`src/rtl/camera_sccb_config.sv`:
```
// Power-up SCCB configuration sequencer: walks an external {reg,val} table and
// issues one 3-phase SCCB write per entry, with DELAY and END sentinels.
module camera_sccb_config #(
    parameter int unsigned CLK_HZ    = 25_000_000,
    parameter int unsigned SCCB_HZ   = 100_000,
    parameter logic [7:0]  DEV_ADDR  = 8'h42,
    parameter int unsigned ROM_AW    = 8,
    parameter int unsigned DELAY_CYC = 250_000
) (
    input  logic              clk,
    input  logic              reset_n,
    input  logic              start,
    output logic [ROM_AW-1:0] rom_addr,
    input  logic [15:0]       rom_data,
    output logic              sccb_scl,
    output logic              sccb_sda_oe,
    output logic              busy,
    output logic              done
);
    localparam int unsigned QTR = CLK_HZ / (4 * SCCB_HZ);
    localparam int unsigned QW  = (QTR > 1) ? $clog2(QTR) : 1;
    localparam int unsigned DW  = (DELAY_CYC > 1) ? $clog2(DELAY_CYC) : 1;
    localparam logic [QW-1:0] QTR_LAST = QW'(QTR - 1);
    localparam logic [DW-1:0] DLY_LAST = DW'(DELAY_CYC - 1);

    typedef enum logic [2:0] {IDLE, FETCH, START, BYTE, STOP, GAP, DELAY, FIN} state_t;

    state_t            state_q, state_d;
    logic [ROM_AW-1:0] rom_addr_q, rom_addr_d;
    logic              fetch_ph_q, fetch_ph_d;
    logic [QW-1:0]     qcnt_q, qcnt_d;
    logic [1:0]        qidx_q, qidx_d;
    logic [3:0]        bit_q, bit_d;
    logic [1:0]        byte_q, byte_d;
    logic [DW-1:0]     dly_q, dly_d;
    logic [7:0]        reg_q, reg_d, val_q, val_d;
    logic              busy_q, busy_d, done_q, done_d;
    logic              scl_q, scl_d, sda_oe_q, sda_oe_d;
    logic              qtick, advance;
    logic [7:0]        cur_byte;
    logic              cur_bit;

    assign qtick = (qcnt_q == QTR_LAST);

    always_ff @(posedge clk or negedge reset_n) begin
        if (!reset_n) begin
            state_q    <= IDLE;
            rom_addr_q <= '0;
            fetch_ph_q <= 1'b0;
            qcnt_q     <= '0;
            qidx_q     <= '0;
            bit_q      <= '0;
            byte_q     <= '0;
            dly_q      <= '0;
            reg_q      <= '0;
            val_q      <= '0;
            busy_q     <= 1'b0;
            done_q     <= 1'b0;
            scl_q      <= 1'b1;
            sda_oe_q   <= 1'b0;
        end else begin
            // NOTE: non-blocking so every flop samples the pre-edge value of every other flop.
            state_q    <= state_d;
            rom_addr_q <= rom_addr_d;
            fetch_ph_q <= fetch_ph_d;
            qcnt_q     <= qcnt_d;
            qidx_q     <= qidx_d;
            bit_q      <= bit_d;
            byte_q     <= byte_d;
            dly_q      <= dly_d;
            reg_q      <= reg_d;
            val_q      <= val_d;
            busy_q     <= busy_d;
            done_q     <= done_d;
            scl_q      <= scl_d;
            sda_oe_q   <= sda_oe_d;
        end
    end

    always_comb begin
        // NOTE: every signal gets a default first so no path leaves it unassigned (no latch).
        state_d    = state_q;
        rom_addr_d = rom_addr_q;
        fetch_ph_d = fetch_ph_q;
        qcnt_d     = '0;
        qidx_d     = qidx_q;
        bit_d      = bit_q;
        byte_d     = byte_q;
        dly_d      = dly_q;
        reg_d      = reg_q;
        val_d      = val_q;
        busy_d     = busy_q;
        done_d     = done_q;
        advance    = 1'b0;

        if (state_q inside {START, BYTE, STOP, GAP})
            qcnt_d = qtick ? '0 : qcnt_q + 1'b1;

        unique case (state_q)
            IDLE: if (start) begin
                busy_d     = 1'b1;
                done_d     = 1'b0;
                rom_addr_d = '0;
                fetch_ph_d = 1'b0;
                state_d    = FETCH;
            end
            FETCH: begin
                fetch_ph_d = ~fetch_ph_q;
                if (fetch_ph_q) begin
                    if (rom_data == 16'hFFFF) begin
                        state_d = FIN;
                        busy_d  = 1'b0;
                        done_d  = 1'b1;
                    end else if (rom_data == 16'hFFF0) begin
                        state_d = DELAY;
                        dly_d   = '0;
                    end else begin
                        reg_d   = rom_data[15:8];
                        val_d   = rom_data[7:0];
                        qidx_d  = '0;
                        state_d = START;
                    end
                end
            end
            START: if (qtick) begin
                qidx_d = qidx_q + 2'd1;
                if (qidx_q == 2'd1) begin
                    qidx_d  = '0;
                    bit_d   = '0;
                    byte_d  = '0;
                    state_d = BYTE;
                end
            end
            BYTE: if (qtick) begin
                qidx_d = qidx_q + 2'd1;
                if (qidx_q == 2'd3) begin
                    bit_d = bit_q + 4'd1;
                    if (bit_q == 4'd8) begin
                        bit_d = '0;
                        if (byte_q == 2'd2) state_d = STOP;
                        else                byte_d  = byte_q + 2'd1;
                    end
                end
            end
            STOP: if (qtick) begin
                qidx_d = qidx_q + 2'd1;
                if (qidx_q == 2'd2) begin
                    qidx_d  = '0;
                    state_d = GAP;
                end
            end
            GAP:   advance = qtick && (qidx_q == 2'd3);
            DELAY: begin
                dly_d   = dly_q + 1'b1;
                advance = (dly_q == DLY_LAST);
            end
            FIN:   state_d = IDLE;
        endcase

        if (state_q == GAP && qtick) qidx_d = qidx_q + 2'd1;

        // The last table slot ends the run even without a sentinel; the address wraps to 0.
        if (advance) begin
            rom_addr_d = rom_addr_q + 1'b1;
            fetch_ph_d = 1'b0;
            if (&rom_addr_q) begin
                state_d = FIN;
                busy_d  = 1'b0;
                done_d  = 1'b1;
            end else begin
                state_d = FETCH;
            end
        end
    end

    always_comb begin
        scl_d    = 1'b1;
        sda_oe_d = 1'b0;
        unique case (byte_q)
            2'd1:    cur_byte = reg_q;
            2'd2:    cur_byte = val_q;
            default: cur_byte = DEV_ADDR;
        endcase
        cur_bit = (bit_q < 4'd8) ? cur_byte[3'd7 - bit_q[2:0]] : 1'b1;

        unique case (state_q)
            START: sda_oe_d = (qidx_q == 2'd1);
            BYTE: begin
                scl_d    = (qidx_q == 2'd1) || (qidx_q == 2'd2);
                sda_oe_d = ~cur_bit;
            end
            STOP: begin
                scl_d    = (qidx_q != 2'd0);
                sda_oe_d = (qidx_q != 2'd2);
            end
            default: ;
        endcase
    end

    assign rom_addr    = rom_addr_q;
    assign sccb_scl    = scl_q;
    assign sccb_sda_oe = sda_oe_q;
    assign busy        = busy_q;
    assign done        = done_q;
endmodule

```
`config.mk`:
```
export PLATFORM = sky130hd
export DESIGN_NAME = camera_sccb_config
export DESIGN_NICKNAME = d
export VERILOG_FILES = /design/src/rtl/camera_sccb_config.sv
export SDC_FILE = /design/constraint.sdc
export NUM_CORES = 1
export LEC_CHECK = 0
export BUFFER_PORTS_ARGS = -buffer_cell sky130_fd_sc_hd__buf_2
export CORE_ASPECT_RATIO = 0.5
export CORE_UTILIZATION = 40
export CTS_BUF_LIST = sky130_fd_sc_hd__clkbuf_16
export CTS_CLUSTER_SIZE = 20
export DETAILED_ROUTE_END_ITERATION = 10
export GPL_ROUTABILITY_DRIVEN = 0
export GPL_TIMING_DRIVEN = 1
export PLACE_DENSITY = 0.66
export SETUP_SLACK_MARGIN = 0.05
export SYNTH_ARGS = -nofsm -noshare
export SYNTH_HDL_FRONTEND = slang
export SYNTH_SLANG_ARGS = --single-unit
```
`constraint.sdc`:
```
create_clock -name clk -period 2.6 [get_ports clk]
set_clock_uncertainty 0.05 [all_clocks]
set_input_delay 0.26 -clock clk [delete_from_list [all_inputs] [get_ports clk]]
set_output_delay 0.26 -clock clk [all_outputs]
set_load 0.01 [all_outputs]
```
* Yosys cells after proc, flatten, opt, wreduce, memory -nomap -nowiden
Index checks and enable logic that the tools add are counted.
** Word-level totals
- Register bits after elaboration :: 64
- Word-level logic and storage cells :: 161
** Cells by class
- Reductions and logical operators :: 22
- Add/subtract/negate cells :: 7
- Order comparisons :: 2
- Eq/ne operators :: 43
- Bitwise logic cells :: 4
- Muxes and demuxes :: 69
** Operators by type and width (number)
- two-way mux 18 bit :: 3
- two-way mux 3 bit :: 14
- one-hot mux 18 bit (2 select lines) :: 1
- equality test 16 bit (second input constant) :: 2
- two-way mux 2 bit :: 15
- two-way mux 8 bit :: 3
- inequality test 3 x 2 -> 1 bit (second input constant) :: 8
- inequality test 3 bit (second input constant) :: 8
- two-way mux 4 bit :: 5
- adder 18 x 1 -> 18 bit (second input constant) :: 1
- equality test 18 bit (second input constant) :: 1
- one-hot mux 3 bit (6 select lines) :: 1
- one-hot mux 8 bit (2 select lines) :: 1
- two-way mux 1 bit :: 14
- inequality test 2 bit (second input constant) :: 7
- AND reduction 7 bit :: 2
- equality test 3 bit (second input constant) :: 4
- two-way mux 6 bit :: 2
- AND reduction 11 bit :: 1
- one-hot mux 1 bit (2 select lines) :: 5
- nonzero test 2 bit :: 5
- adder 8 x 1 -> 8 bit (second input constant) :: 1
- one-hot mux 2 bit (4 select lines) :: 1
- one-hot mux 4 bit (2 select lines) :: 1
- 28 further kinds :: 41

* Longest topological paths before layout
Gate-level depths: netlist (run 1).
- Depth after elaboration :: 7
- Depth in mapped cells :: 8

* Least setup slack after synthesis (run 1)
OpenSTA, ideal clock, no wires.
- Path type :: register to register
- Start point :: register bit_q[2]
- End point :: register state_q[2]
- Period minus slack after synthesis :: 2.162 ns
- Cell stages (with the launch flop) :: 6
- Arrival time :: 1.991 ns
- Path slack :: 0.438 ns
- Buffers on the path :: 0
- Setup time :: 0.122 ns
- Cells stage by stage :: dfrtp_1 -> or3b_1 -> o311a_1 -> a311o_1 -> or3_1 -> a32o_1
** Between the ends
- Word-level cells in the longest chain between the ends :: 3
** Ends and longest elaborated chain
- start, declared :: line 33 : logic [3:0] bit_q, bit_d;
- start signal, assigned :: line 68 : bit_q <= bit_d;
- equality test 4 bit :: line 138 : if (bit_q == 4'd8) begin
- inequality test 3 x 2 -> 1 bit (no source line)
- AND reduction 11 bit (no source line)
- end signal, assigned :: line 63 : state_q <= state_d;
- end, declared :: line 28 : state_t state_q, state_d;
No other way between the ends.
A chain may end at the register's enable or synchronous reset.

* Final worst setup path (run 1)
- Start point :: register state_q[2]
- End point :: register dly_q[17]
** Between the ends
- Word-level cells in the longest chain between the ends :: 3
- Elaborated cells on any way between the ends :: 8
- Classes of those cells :: eq/ne (5); mux (1); reduce/logical (2)
** Ends and longest elaborated chain
- equality test 3 x 1 -> 1 bit or equality test 3 bit (tied branches) :: line 99 : unique case (state_q)
- inequality test 2 bit (no source line) or nonzero test 2 bit (tied branches)
- AND reduction 4 bit (no source line)
- end signal, assigned :: line 70 : dly_q <= dly_d;
- end, declared :: line 35 : logic [DW-1:0] dly_q, dly_d;
Parallel ways exist; a longest one is shown, timed or not.

==> reports/qor_table.md, run 1 <==
| Step | Metric | This run |
|:---|:---|:---|
| outcome | Run status | finished clean |
| final layout | Layout cells sized above 1 | 19.7% |
| job | Max-cap check violation count | 0 |
| final layout | Total non-filler cell area in the finished layout | 0.00428 mm² |
| power | Power share of the combinational group | 2.6% |
| synthesis | Cell taking the most area after synthesis | sky130_fd_sc_hd__dfrtp_1 |
| worst setup path | Critical Path Start Type | flip-flop |
| floorplan | Die Span Y | 70.3 µm |
| worst setup path | CP Cell Sequence | nor3b_1, and3_1, a21oi_1, nor4b_1, mux2_2 |
| detailed routing | Number of nets with antenna violations after routing | 0 |
| final layout | Signed area change from the synthesized netlist to the final layout | 14.6% |
| power | Cell Pwr Density | 518 mW/mm² |
| floorplan | # rows | 24 |
| power | Worst-case vdd ir drop | 316 µV |
| timing | Fmax | 425 MHz |
| worst setup path | Required time worst endpoint | 2770 ps |
| global routing | Vias in the first global route | 2,905 |
| clocking | Clock buffer count from CTS | 9 |
| detailed routing | DRC violation count after routing | 0 |
| worst setup path | Maximum cell stage delay along the critical path | 490 ps |
| worst setup path | Slowest cell on the critical path | sky130_fd_sc_hd__dfrtp_1 |
| timing | Final setup violation count | 0 |
| timing | Unrepaired setup endpoints after global routing | no |
| floorplan | Number of I/O pins | 31 |
| synthesis | Total nets after synthesis | 411 |
| timing | Post-layout min period | 2350 ps |
| power | Sequential share of power | 45.9% |
| final layout | Filler cell count | 844 |
| power | Int Pwr | 1.76 mW |
| final layout | Diode insertion count for antenna repair | 0 |
| global routing | Pin count of the biggest net entering global routing | 27 |
| global routing | Combined global-route utilization of all metal layers | 18.9% |
| timing | Period utilisation layout | 90.4% |
| synthesis | Share of flip-flops with an asynchronous set or reset after synthesis | 100% |
| final layout | Final nets | 448 |
| global routing | Global-route met1 utilization | 24.0% |
| detailed routing | Detailed-route vias per instance | 5.43 |
| worst setup path | Kind of end point of the critical path | flip-flop |
| worst setup path | Arrival time of the worst setup path | 2520 ps |
| detailed routing | Count of routing violations after the opening detailed-route iteration | 257 |
| synthesis | Largest cells by area after synthesis | sky130_fd_sc_hd__dfrtp_1 42%, sky130_fd_sc_hd__mux2_2 4.5%, sky130_fd_sc_hd__ha_1 4.4% |
| floorplan | Area of the placeable core | 0.00889 mm² |
| timing | Worst-Margin Slew | 816 ps |
| clocking | CTS tree | done |
| global routing | Met2 Resource Use GR | 30.0% |
| synthesis | Cells after Synth | 379 |
| synthesis | Ys flop type | sky130_fd_sc_hd__dfrtp_1 |
| power | Switching part of the total power | 20.8% |
| detailed routing | Routed wire length per instance | 15.2 µm |
| timing | Final hold violation count | 0 |
| synthesis | Netlist area before placement | 0.00373 mm² |
| worst setup path | Worst setup path category | flip-flop to flip-flop |
| floorplan | Die extent in x | 139 µm |
| worst setup path | Critical-path maximum fanout | 11 |
| worst setup path | Number of buffers and inverters on the critical path | 0 |
| synthesis | Syn. warnings | 0 |
| worst setup path | Cell type group with the largest total delay on the critical path | simple AND/OR/NAND/NOR gates |
| timing | Worst slew margin | 45.5% |
| synthesis | Netlist cell types | 65 |
| global routing | Global-route wire length before repair | 14,300 µm |
| timing | Max-slew violation count | 0 |
| clocking | Skew-Pair Late Insertion Delay | 330 ps |
| clocking | TritonCTS sink count | 64 |
| place | Area after DPL | 0.00399 mm² |
| floorplan | Starting Density | 42.0% |
| power | Reported leakage power | 1.79 nW |
| synthesis | Sequential-to-total area share from yosys stat | 43.0% |
| power | Clock network fraction of design power | 51.5% |
| synthesis | EDFF count, synth | 0 |
| clocking | Clock Pin Slew Worst Setup and Hold Paths | 60 ps |
| timing | Final sum of negative setup slack | 0 ps |
| worst hold path | Hold crit path type | primary input to flip-flop |
| detailed routing | Post-detailed-routing wire length | 8180 µm |
| global routing | Antenna violations before repair | 0 |
| clocking | Post-CTS Setup Inserts | 0 |
| synthesis | Average footprint of a synthesized cell | 9.84 µm² |
| place | Number of buffers inserted by port buffering | 30 |
| synthesis | Number of register bits inferred by synthesis | 64 |
| detailed routing | Total via count in the routed design | 2,922 |
| clocking | Hold_buf cts | 1 |
| power | Overall power of the completed layout | 2.22 mW |
| clocking | Number of levels the H-tree was split into | 3 |
| detailed routing | Iteration count of the initial detailed-routing pass | 4 |
| global routing | Grt ovf | 0 |
| place | Detailed placement HPWL | 5890 µm |
| power | Switching pwr | 0.460 mW |
| synthesis | Proportion of netlist area held by the largest area contributor | 42.3% |
| global routing | Gr busiest metal | met2 |
| clocking | Clock root cell | sky130_fd_sc_hd__clkbuf_16 |
| timing | Worst hold slack across all endpoints | 117 ps |
| clocking | Post-cts sizing count | 0 |
| clocking | Maximum count of clock buffers along a single path | 2 |
| floorplan | DIE AREA | 0.00974 mm² |
| global routing | Global routing usage on met3 | 5.90% |
-- flip-flops by register name, summed over array words and instances (netlist names), 2 cells and up --
| name | count |
|---|---|
| bit_q | 4 |
| byte_q | 2 |
| dly_q | 18 |
| qcnt_q | 6 |
| qidx_q | 2 |
| reg_q | 8 |
| rom_addr | 8 |
| state_q | 3 |
| val_q | 8 |
-- cell families (layout without fill, tap and decap cells) --
family / Yosys count / in the layout / share of synthesized area [%]
muxes: 29 / 29 / 8.48
DFF: 64 / 64 / 43.0
adders and majority gates: 13 / 13 / 4.36
and+or+nand+nor: 142 / 142 / 20.3
AOI/OAI and AO/OA: 79 / 79 / 14.9
buffers and inverters: 37 / 79 / 5.53
xor gates and xnor gates: 15 / 15 / 3.52
-- final timing paths --
path | slack (ps) | depth (start not counted) | start | end
worst min register to register | 440 | 1 | qcnt_q[0] | qcnt_q[0]
min in group asynchronous | 420 | 2 | reset_n | val_q[7]
worst max-delay path | 250 | 5 | state_q[2] | dly_q[17]
max in group asynchronous | 1380 | 3 | reset_n | dly_q[10]
worst max register to register | 250 | 5 | state_q[2] | dly_q[17]
worst min-delay path | 120 | 2 | rom_data[5] | val_q[5]
-- layout by cell type (no fill, tap or decap), types with 8 or more instances in the layout --
cell type / instances
sky130_fd_sc_hd__mux2_2: 15
sky130_fd_sc_hd__buf_4: 12
sky130_fd_sc_hd__a21oi_1: 13
sky130_fd_sc_hd__clkbuf_16: 9
sky130_fd_sc_hd__nand3_1: 20
sky130_fd_sc_hd__buf_2: 30
sky130_fd_sc_hd__inv_1: 22
sky130_fd_sc_hd__nand4_1: 14
sky130_fd_sc_hd__ha_1: 13
sky130_fd_sc_hd__mux2i_1: 8
sky130_fd_sc_hd__o21ai_0: 23
sky130_fd_sc_hd__nand2_1: 24
sky130_fd_sc_hd__nor2_1: 34
sky130_fd_sc_hd__xor2_1: 11
sky130_fd_sc_hd__dfrtp_1: 63
-- per-layer routing --
| layer | vias to the layer above | wire length [µm] | share of wire, % |
|---|---|---|---|
| li1 | 1460 | - | - |
| met1 | 1409 | 4090 | 50 |
| met2 | 49 | 3750 | 46 |
| met3 | 4 | 301 | 3.7 |
| met4 | 0 | 37 | 0.45 |
| met5 | - | 0 | 0 |
-- metrics by stage --
| stage | util [%] | std cells | setup slack [ps] |
|---|---|---|---|
| 2_1_floorplan | - | 379 | 438 |
| 3_3_place_gp | 44.8 | 521 | 304 |
| 3_5_place_dp | 44.8 | 521 | 311 |
| 4_1_cts | 48.1 | 538 | 279 |
| 5_1_grt | 48.1 | 538 | 101 |
| 6_report | 48.1 | 538 | 249 |
-- power groups by stage --
stage	sequential, mW	combinational [mW]	clock, mW
final	1.02	0.0571	1.14
after global routing	1.02	0.0656	1.22
after CTS	1.02	0.0593	1.18
after detailed placement	1.03	0.0582	0
after global placement	1.03	0.0564	0
after floorplan	1.03	0.0135	0
-- cell usage after synthesis (7+ instances only) --
library cell,n
sky130_fd_sc_hd__inv_1,20
sky130_fd_sc_hd__nand4_1,14
sky130_fd_sc_hd__nor2_1,34
sky130_fd_sc_hd__nand2_1,24
sky130_fd_sc_hd__mux2_2,15
sky130_fd_sc_hd__a21oi_1,13
sky130_fd_sc_hd__o21ai_0,23
sky130_fd_sc_hd__ha_1,13
sky130_fd_sc_hd__xor2_1,11
sky130_fd_sc_hd__dfrtp_1,63
sky130_fd_sc_hd__clkbuf_1,7
sky130_fd_sc_hd__mux2i_1,8
sky130_fd_sc_hd__nand3_1,20
-- final cells by class --
cell class              instances  area (µm²)  area share (%)
multi-input cells             278        1920            44.9
flip-flops and latches         64        1600            37.5
repair buffers                 43         250            5.85
clock buffers                   9         225            5.27
well taps                     117         146            3.42
inverters                      20        75.1            1.76
clock inverters                 7        55.1            1.29
No activity file was read; power rests on OpenSTA's default activity.
==> run 2: changes to the inputs <==
--- a/config.mk
+++ b/config.mk
@@ -5,6 +5,7 @@
 export SDC_FILE = /design/constraint.sdc
 export NUM_CORES = 1
 export LEC_CHECK = 0
+export ABC_AREA = 1
 export BUFFER_PORTS_ARGS = -buffer_cell sky130_fd_sc_hd__buf_2
 export CORE_ASPECT_RATIO = 0.5
 export CORE_UTILIZATION = 40
==> reports/qor_table.md, run 2 <==
| Step | Metric | This run | vs previous |
|:---|:---|:---|:---|
| synthesis | Sequential-to-total area share from yosys stat | 40.6% | was 43.0% |
| synthesis | Netlist cell types | 38 | was 65 |
| detailed routing | Number of nets with antenna violations after routing | 0 | unchanged |
| synthesis | Leading cell type by number of instances after synthesis | sky130_fd_sc_hd__nand2_1 | was sky130_fd_sc_hd__dfrtp_1 |
| worst setup path | Kind of end point of the critical path | flip-flop | unchanged |
| synthesis | Average footprint of a synthesized cell | 7.30 µm² | was 9.84 µm² |
| global routing | Grt ovf | 0 | unchanged |
| timing | Period utilisation layout | 75.7% | was 90.4% |
| job | Max-cap check violation count | 0 | unchanged |
| global routing | Antenna violations before repair | 0 | unchanged |
| synthesis | Proportion of netlist area held by the largest area contributor | 39.9% | was 42.3% |
| final layout | Filler cell count | 961 | was 844 |
| timing | Unrepaired setup endpoints after global routing | no | unchanged |
| clocking | Skew-Pair Late Insertion Delay | 330 ps | about the same |
| worst setup path | Arrival time of the worst setup path | 2120 ps | was 2520 ps |
| power | Reported leakage power | 2.24 nW | was 1.79 nW |
| global routing | Global-route met1 utilization | 25.8% | was 24.0% |
| final layout | Number of flip-flops under the largest register name | 18 | unchanged |
| worst setup path | Register-to-register setup slack | 630 ps | was 250 ps |
| place | Detailed placement HPWL | 6290 µm | was 5890 µm |
| detailed routing | Count of routing violations after the opening detailed-route iteration | 245 | was 257 |
| power | Overall power of the completed layout | 4.34 mW | was 2.22 mW |
| power | Cell Pwr Density | 969 mW/mm² | was 518 mW/mm² |
| final layout | Final nets | 607 | was 448 |
| global routing | Gr busiest metal | met2 | unchanged |
| place | Number of buffers inserted by port buffering | 30 | unchanged |
| global routing | Combined global-route utilization of all metal layers | 19.2% | was 18.9% |
| global routing | Global-route wire length before repair | 15,200 µm | was 14,300 µm |
| detailed routing | Post-detailed-routing wire length | 8690 µm | was 8180 µm |
| detailed routing | Routed wire length per instance | 12.2 µm | was 15.2 µm |
| outcome | Run status | finished clean | unchanged |
| clocking | Number of levels the H-tree was split into | 3 | unchanged |
| synthesis | Netlist area before placement | 0.00395 mm² | was 0.00373 mm² |
| synthesis | Total nets after synthesis | 573 | was 411 |
| timing | Fmax | 508 MHz | was 425 MHz |
| place | Placed cell count | 698 | was 521 |
| worst setup path | Critical Path Start Type | flip-flop | unchanged |
| timing | Final sum of negative setup slack | 0 ps | unchanged |
| place | Setup WS pre-CTS | 670 ps | was 311 ps |
| clocking | Maximum count of clock buffers along a single path | 2 | unchanged |
| clocking | Clock root cell | sky130_fd_sc_hd__clkbuf_16 | unchanged |
| floorplan | DIE AREA | 0.0103 mm² | was 0.00974 mm² |
| floorplan | Die extent in x | 142 µm | was 139 µm |
| synthesis | Largest cells by area after synthesis | sky130_fd_sc_hd__dfrtp_1 40%, sky130_fd_sc_hd__nand2_1 15%, sky130_fd_sc_hd__nand3_1 6.3% | was sky130_fd_sc_hd__dfrtp_1 42%, sky130_fd_sc_hd__mux2_2 4.5%, sky130_fd_sc_hd__ha_1 4.4% |
| floorplan | Starting Density | 41.5% | was 42.0% |
| power | Worst-case vdd ir drop | 393 µV | was 316 µV |
| floorplan | # rows | 25 | was 24 |
| global routing | Vias in the first global route | 3,263 | was 2,905 |
| timing | Worst slew margin | 64.6% | was 45.5% |
| synthesis | EDFF count, synth | 0 | unchanged |
| detailed routing | Detailed-route vias per instance | 4.80 | was 5.43 |
| clocking | Hold_buf cts | 1 | unchanged |
| global routing | Pin count of the biggest net entering global routing | 34 | was 27 |
| floorplan | Number of I/O pins | 31 | unchanged |
| detailed routing | DRC violation count after routing | 0 | unchanged |
| clocking | Post-cts sizing count | 0 | unchanged |
| clocking | Clock Pin Slew Worst Setup and Hold Paths | 50 ps | was 60 ps |
| timing | Final setup violation count | 0 | unchanged |
| final layout | Signed area change from the synthesized netlist to the final layout | 13.5% | was 14.6% |
| worst setup path | Worst setup path category | flip-flop to flip-flop | unchanged |
| synthesis | Syn. warnings | 0 | unchanged |
| final layout | Largest reg by FF count | dly_q | unchanged |
| synthesis | Cells after Synth | 541 | was 379 |
| worst setup path | Required time worst endpoint | 2760 ps | was 2770 ps |
| detailed routing | Iteration count of the initial detailed-routing pass | 4 | unchanged |
| final layout | Final core area utilization | 47.1% | was 48.1% |
| floorplan | Area of the placeable core | 0.00951 mm² | was 0.00889 mm² |
| clocking | TritonCTS sink count | 64 | unchanged |
| global routing | Global routing usage on met3 | 6.14% | was 5.90% |
| timing | Post-layout min period | 1970 ps | was 2350 ps |
| worst hold path | Hold crit path type | primary input to flip-flop | unchanged |
| clocking | CTS tree | done | unchanged |
| clocking | Post-CTS Setup Inserts | 0 | unchanged |
| synthesis | Cell taking the most area after synthesis | sky130_fd_sc_hd__dfrtp_1 | unchanged |
| final layout | Most frequent cells in the layout | 156 x sky130_fd_sc_hd__nand2_1, 63 x sky130_fd_sc_hd__dfrtp_1, 62 x sky130_fd_sc_hd__inv_1 | was 63 x sky130_fd_sc_hd__dfrtp_1, 34 x sky130_fd_sc_hd__nor2_1, 30 x sky130_fd_sc_hd__buf_2 |
| synthesis | Share of flip-flops with an asynchronous set or reset after synthesis | 100% | unchanged |
| timing | Final hold violation count | 0 | unchanged |
| synthesis | Ranking of synthesized cells by instance count | 156 x sky130_fd_sc_hd__nand2_1, 63 x sky130_fd_sc_hd__dfrtp_1, 60 x sky130_fd_sc_hd__inv_1, 60 x sky130_fd_sc_hd__nor2_1, 50 x sky130_fd_sc_hd__nand3_1 | was 63 x sky130_fd_sc_hd__dfrtp_1, 34 x sky130_fd_sc_hd__nor2_1, 24 x sky130_fd_sc_hd__nand2_1 |
| timing | Max-slew violation count | 0 | unchanged |
| synthesis | Ys flop type | sky130_fd_sc_hd__dfrtp_1 | unchanged |
| final layout | Layout cells sized above 1 | 13.5% | was 19.7% |
| global routing | Met2 Resource Use GR | 30.2% | was 30.0% |
| final layout | Most common cell after layout, fill and taps aside | sky130_fd_sc_hd__nand2_1 | was sky130_fd_sc_hd__dfrtp_1 |
| clocking | Clock buffer count from CTS | 9 | unchanged |
| synthesis | Number of register bits inferred by synthesis | 64 | unchanged |
| final layout | Diode insertion count for antenna repair | 0 | unchanged |
| worst setup path | Critical-path maximum fanout | 15 | was 11 |
| timing | Post-route worst setup slack | 631 ps | was 249 ps |
| detailed routing | Total via count in the routed design | 3,424 | was 2,922 |
| timing | Worst-Margin Slew | 528 ps | was 816 ps |
| final layout | Non-filler cells, final | 714 | was 538 |
| floorplan | Die Span Y | 72.2 µm | was 70.3 µm |
run 2: cell types whose count changed after synthesis, moves of 6 or more:
cell,before,now
sky130_fd_sc_hd__o21ai_1,2,22
sky130_fd_sc_hd__nand3_1,20,50
sky130_fd_sc_hd__nand2_2,0,9
sky130_fd_sc_hd__inv_1,20,60
sky130_fd_sc_hd__nand2_1,24,156
sky130_fd_sc_hd__nor2_1,34,60
sky130_fd_sc_hd__mux2_2,15,0
sky130_fd_sc_hd__a21oi_1,13,7
sky130_fd_sc_hd__mux2i_1,8,0
sky130_fd_sc_hd__mux2_1,6,0
run 2: cell families after synthesis:
logic type,synth area share [%]
flip-flops,40.6
AO/OA/AOI/OAI,7.73
buffers and inverters,8.34
AND/OR/NAND/NOR,35.7
XOR/XNOR,3.55
adder cells (fa/ha/maj),4.12
run 2: final cells by class:
| cell class | instances | area (µm²) | area share, % |
|---|---|---|---|
| sequential | 64 | 1600 | 35.8 |
| multi-input combinational | 399 | 2020 | 45.0 |
| timing repair buffer | 34 | 183 | 4.08 |
| clock buffer | 9 | 225 | 5.03 |
| clock inverter | 6 | 30.0 | 0.670 |
| inverter | 67 | 256 | 5.72 |
| tap | 135 | 169 | 3.77 |
run 2: where the power goes:
group          switching [mW]  total, mW  leakage (nW)  internal [mW]
Combinational            1.01       1.56          1.30          0.549
Sequential              0.393       1.72         0.804           1.33
Clock                   0.437       1.06         0.133          0.626
run 2: worst paths after layout:
kind	start	end	depth (start not counted)
worst max-delay path	state_q[1]	rom_addr[4]	7
worst min-delay path	rom_data[13]	reg_q[5]	3
worst max register to register	state_q[1]	rom_addr[4]	7
worst min register to register	val_q[3]	val_q[3]	2
max in group asynchronous	reset_n	dly_q[13]	3
min in group asynchronous	reset_n	qcnt_q[2]	3
run 2: metrics by stage:
step / hold slack [ps] / instance area (µm²)
after floorplan: -85.6 / 3950
after global placement: 263 / 4220
after detailed placement: 273 / 4220
after CTS: 108 / 4480
after global routing: 118 / 4480
final: 114 / 4480
run 2: critical path, stage by stage (launching register included):
cell and delay (ps):
sky130_fd_sc_hd__dfrtp_1 630, sky130_fd_sc_hd__nand3_2 380, sky130_fd_sc_hd__nor2_1 210, sky130_fd_sc_hd__nand3_1 140, sky130_fd_sc_hd__nand2_2 160, sky130_fd_sc_hd__inv_2 80, sky130_fd_sc_hd__nand2_2 90, sky130_fd_sc_hd__o22ai_1 90
run 2: routing by layer:
layer,wire length [µm],vias up
met5,0,-
met4,62,0
met3,392,5
met2,3800,53
met1,4430,1567
li1,-,1799
==> run 3: changes to the inputs <==
--- a/config.mk
+++ b/config.mk
@@ -14,7 +14,7 @@
 export DETAILED_ROUTE_END_ITERATION = 10
 export GPL_ROUTABILITY_DRIVEN = 0
 export GPL_TIMING_DRIVEN = 1
-export PLACE_DENSITY = 0.66
+export PLACE_DENSITY = 0.68
 export SETUP_SLACK_MARGIN = 0.05
 export SYNTH_ARGS = -nofsm -noshare
 export SYNTH_HDL_FRONTEND = slang
==> constraint.sdc (replaced) <==
create_clock -name clk -period 1.7 [get_ports clk]
set_clock_uncertainty 0.05 [all_clocks]
set_input_delay 0.17 -clock clk [delete_from_list [all_inputs] [get_ports clk]]
set_output_delay 0.17 -clock clk [all_outputs]
set_load 0.01 [all_outputs]
==> reports/qor_table.md, run 3 (synthesis results as in run 2) <==
| Step | Metric | This run | vs previous |
|:---|:---|:---|:---|
| outcome | Run status | finished clean | unchanged |
| detailed routing | Post-detailed-routing wire length | 9120 µm | was 8690 µm |
| detailed routing | Number of nets with antenna violations after routing | 0 | unchanged |
| global routing | Pin count of the biggest net entering global routing | 65 | was 34 |
| power | Reported leakage power | 2.44 nW | was 2.24 nW |
| worst setup path | Reg-to-reg critical path startpoint | qidx_q[1] | was state_q[1] |
| worst setup path | Crit path from | qidx_q[1] | was state_q[1] |
| clocking | Number of levels the H-tree was split into | 3 | unchanged |
| place | Setup WS pre-CTS | -28.2 ps | was 670 ps |
| worst setup path | Worst setup path category | flip-flop to flip-flop | unchanged |
| detailed routing | DRC violation count after routing | 0 | unchanged |
| clocking | CTS tree | done | unchanged |
| timing | Post-route worst setup slack | 65.1 ps | was 631 ps |
| final layout | Final nets | 641 | was 607 |
| final layout | Total area of multi-input combinational cells | 0.00215 mm² | was 0.00202 mm² |
| final layout | Filler cell count | 929 | was 961 |
| place | Detailed placement HPWL | 6430 µm | was 6290 µm |
| worst setup path | Kind of end point of the critical path | flip-flop | unchanged |
| final layout | Total area of sequential cells | 0.00161 mm² | was 0.00160 mm² |
| timing | Final hold violation count | 0 | unchanged |
| global routing | Gr busiest metal | met2 | unchanged |
| floorplan | Number of I/O pins | 31 | unchanged |
| final layout | Largest reg by FF count | dly_q | unchanged |
| power | Overall power of the completed layout | 7.32 mW | was 4.34 mW |
| worst setup path | Required time worst endpoint | 1860 ps | was 2760 ps |
| global routing | Global routing usage on met3 | 5.35% | was 6.14% |
| power | Worst-case vdd ir drop | 593 µV | was 393 µV |
| worst hold path | Hold Path Cell Cnt | 3 | unchanged |
| final layout | Layout cells sized above 1 | 23.5% | was 13.5% |
| timing | Max-slew violation count | 0 | unchanged |
| place | Number of buffers inserted by port buffering | 30 | unchanged |
| global routing | Antenna violations before repair | 0 | unchanged |
| final layout | Diode insertion count for antenna repair | 0 | unchanged |
| timing | Worst-Margin Slew | 359 ps | was 528 ps |
| clocking | TritonCTS sink count | 64 | unchanged |
| global routing | Grt ovf | 0 | unchanged |
| final layout | Most common cell after layout, fill and taps aside | sky130_fd_sc_hd__nand2_1 | unchanged |
| worst setup path | Register-to-Register Path Depth | 9 | was 7 |
| final layout | Signed area change from the synthesized netlist to the final layout | 24.5% | was 13.5% |
| timing | Final setup violation count | 0 | unchanged |
| final layout | Number of flip-flops under the largest register name | 18 | unchanged |
| worst hold path | Hold Path Origin | rom_data[15] | was rom_data[13] |
| floorplan | DIE AREA | 0.0103 mm² | unchanged |
| final layout | Most frequent cells in the layout | 155 x sky130_fd_sc_hd__nand2_1, 59 x sky130_fd_sc_hd__dfrtp_1, 58 x sky130_fd_sc_hd__inv_1 | was 156 x sky130_fd_sc_hd__nand2_1, 63 x sky130_fd_sc_hd__dfrtp_1, 62 x sky130_fd_sc_hd__inv_1 |
| final layout | Final core area utilization | 51.7% | was 47.1% |
| timing | Unrepaired setup endpoints after global routing | yes | was no |
| floorplan | Starting Density | 41.5% | unchanged |
| worst setup path | Critical-path maximum fanout | 7 | was 15 |
| global routing | Combined global-route utilization of all metal layers | 19.1% | was 19.2% |
| final layout | Non-filler cells, final | 748 | was 714 |
| worst setup path | Critical Path Start Type | flip-flop | unchanged |
| detailed routing | Routed wire length per instance | 12.2 µm | about the same |
| clocking | Clock Pin Slew Worst Setup and Hold Paths | 50 ps | about the same |
| global routing | Global-route met1 utilization | 25.3% | was 25.8% |
| place | Placed cell count | 720 | was 698 |
| worst setup path | Arrival time of the worst setup path | 1800 ps | was 2120 ps |
| detailed routing | Detailed-route vias per instance | 4.83 | was 4.80 |
| clocking | Clock root cell | sky130_fd_sc_hd__clkbuf_16 | unchanged |
| timing | Post-layout min period | 1630 ps | was 1970 ps |
| floorplan | # rows | 25 | unchanged |
| worst hold path | Hold crit path type | primary input to flip-flop | unchanged |
| clocking | Maximum count of clock buffers along a single path | 2 | unchanged |
| detailed routing | Total via count in the routed design | 3,616 | was 3,424 |
| clocking | Clock buffer count from CTS | 9 | unchanged |
| detailed routing | Count of routing violations after the opening detailed-route iteration | 236 | was 245 |
| global routing | Global-route wire length before repair | 15,400 µm | was 15,200 µm |
| power | Cell Pwr Density | 1490 mW/mm² | was 969 mW/mm² |
| clocking | Skew-Pair Late Insertion Delay | 330 ps | about the same |
| timing | Period utilisation layout | 96.2% | was 75.7% |
| floorplan | Die Span Y | 72.2 µm | unchanged |
| timing | Fmax | 612 MHz | was 508 MHz |
| global routing | Vias in the first global route | 3,371 | was 3,263 |
| detailed routing | Iteration count of the initial detailed-routing pass | 4 | unchanged |
| floorplan | Area of the placeable core | 0.00951 mm² | unchanged |
| floorplan | Die extent in x | 142 µm | unchanged |
| global routing | Met2 Resource Use GR | 29.8% | was 30.2% |
| timing | Worst slew margin | 75.9% | was 64.6% |
| job | Max-cap check violation count | 0 | unchanged |
run 3: changes by cell type in the layout (fill, tap and decap cells not counted), sizes merged:
cell	delta
buf	+34
clkinv	+1
bufinv	+1
clkinvlp	-1
inv	-1
run 3: power breakdown:
part | leakage (nW) | switching [mW] | internal (mW)
Clock | 0.144 | 0.627 | 1.10
Combinational | 1.50 | 1.76 | 1.21
Sequential | 0.799 | 0.580 | 2.04
run 3: final cells by class:
type | count | area share (%)
clock buffer | 9 | 4.58
multi-input combinational | 399 | 43.7
clock inverter | 6 | 1.07
inverter | 67 | 5.22
tap | 135 | 3.44
timing repair buffer | 68 | 9.32
sequential | 64 | 32.7
run 3: critical path: stages, from the launching register on:
cell                      delay (ps)
sky130_fd_sc_hd__dfrtp_1         380
sky130_fd_sc_hd__inv_1            80
sky130_fd_sc_hd__ha_2            180
sky130_fd_sc_hd__inv_1            70
sky130_fd_sc_hd__nand3_2          90
sky130_fd_sc_hd__nand2_2          90
sky130_fd_sc_hd__buf_4           150
sky130_fd_sc_hd__nor2_4          170
sky130_fd_sc_hd__and3_4          220
sky130_fd_sc_hd__nor3_2           40
run 3: metal layers:
layer,up-vias,wire (µm)
met5,-,0
met4,0,87
met3,7,327
met2,56,4370
met1,1688,4330
li1,1865,-
run 3: final timing paths:
path / end / slack (ps)
worst max-delay path: bit_q[3] / 70
worst min-delay path: reg_q[7] / 30
worst max register to register: bit_q[3] / 70
worst min register to register: val_q[3] / 440
max in group asynchronous: state_q[1] / 960
min in group asynchronous: qcnt_q[4] / 310
run 3: timing repair:
action	in CTS	in global routing
setup endpoints to repair	16	38
pin swaps	2	13
hold endpoints to repair	63	0
gates resized for setup	4	41
buffers inserted	5	7
hold buffers	1	0
run 3: stage by stage:
step	hold WS [ps]	TNS, ps	cell area (µm²)
2_1_floorplan	-176	0	3950
3_3_place_gp	161	-176	4390
3_5_place_dp	168	-112	4390
4_1_cts	26.0	0	4730
5_1_grt	38.0	-263	4910
6_report	31.6	0	4910
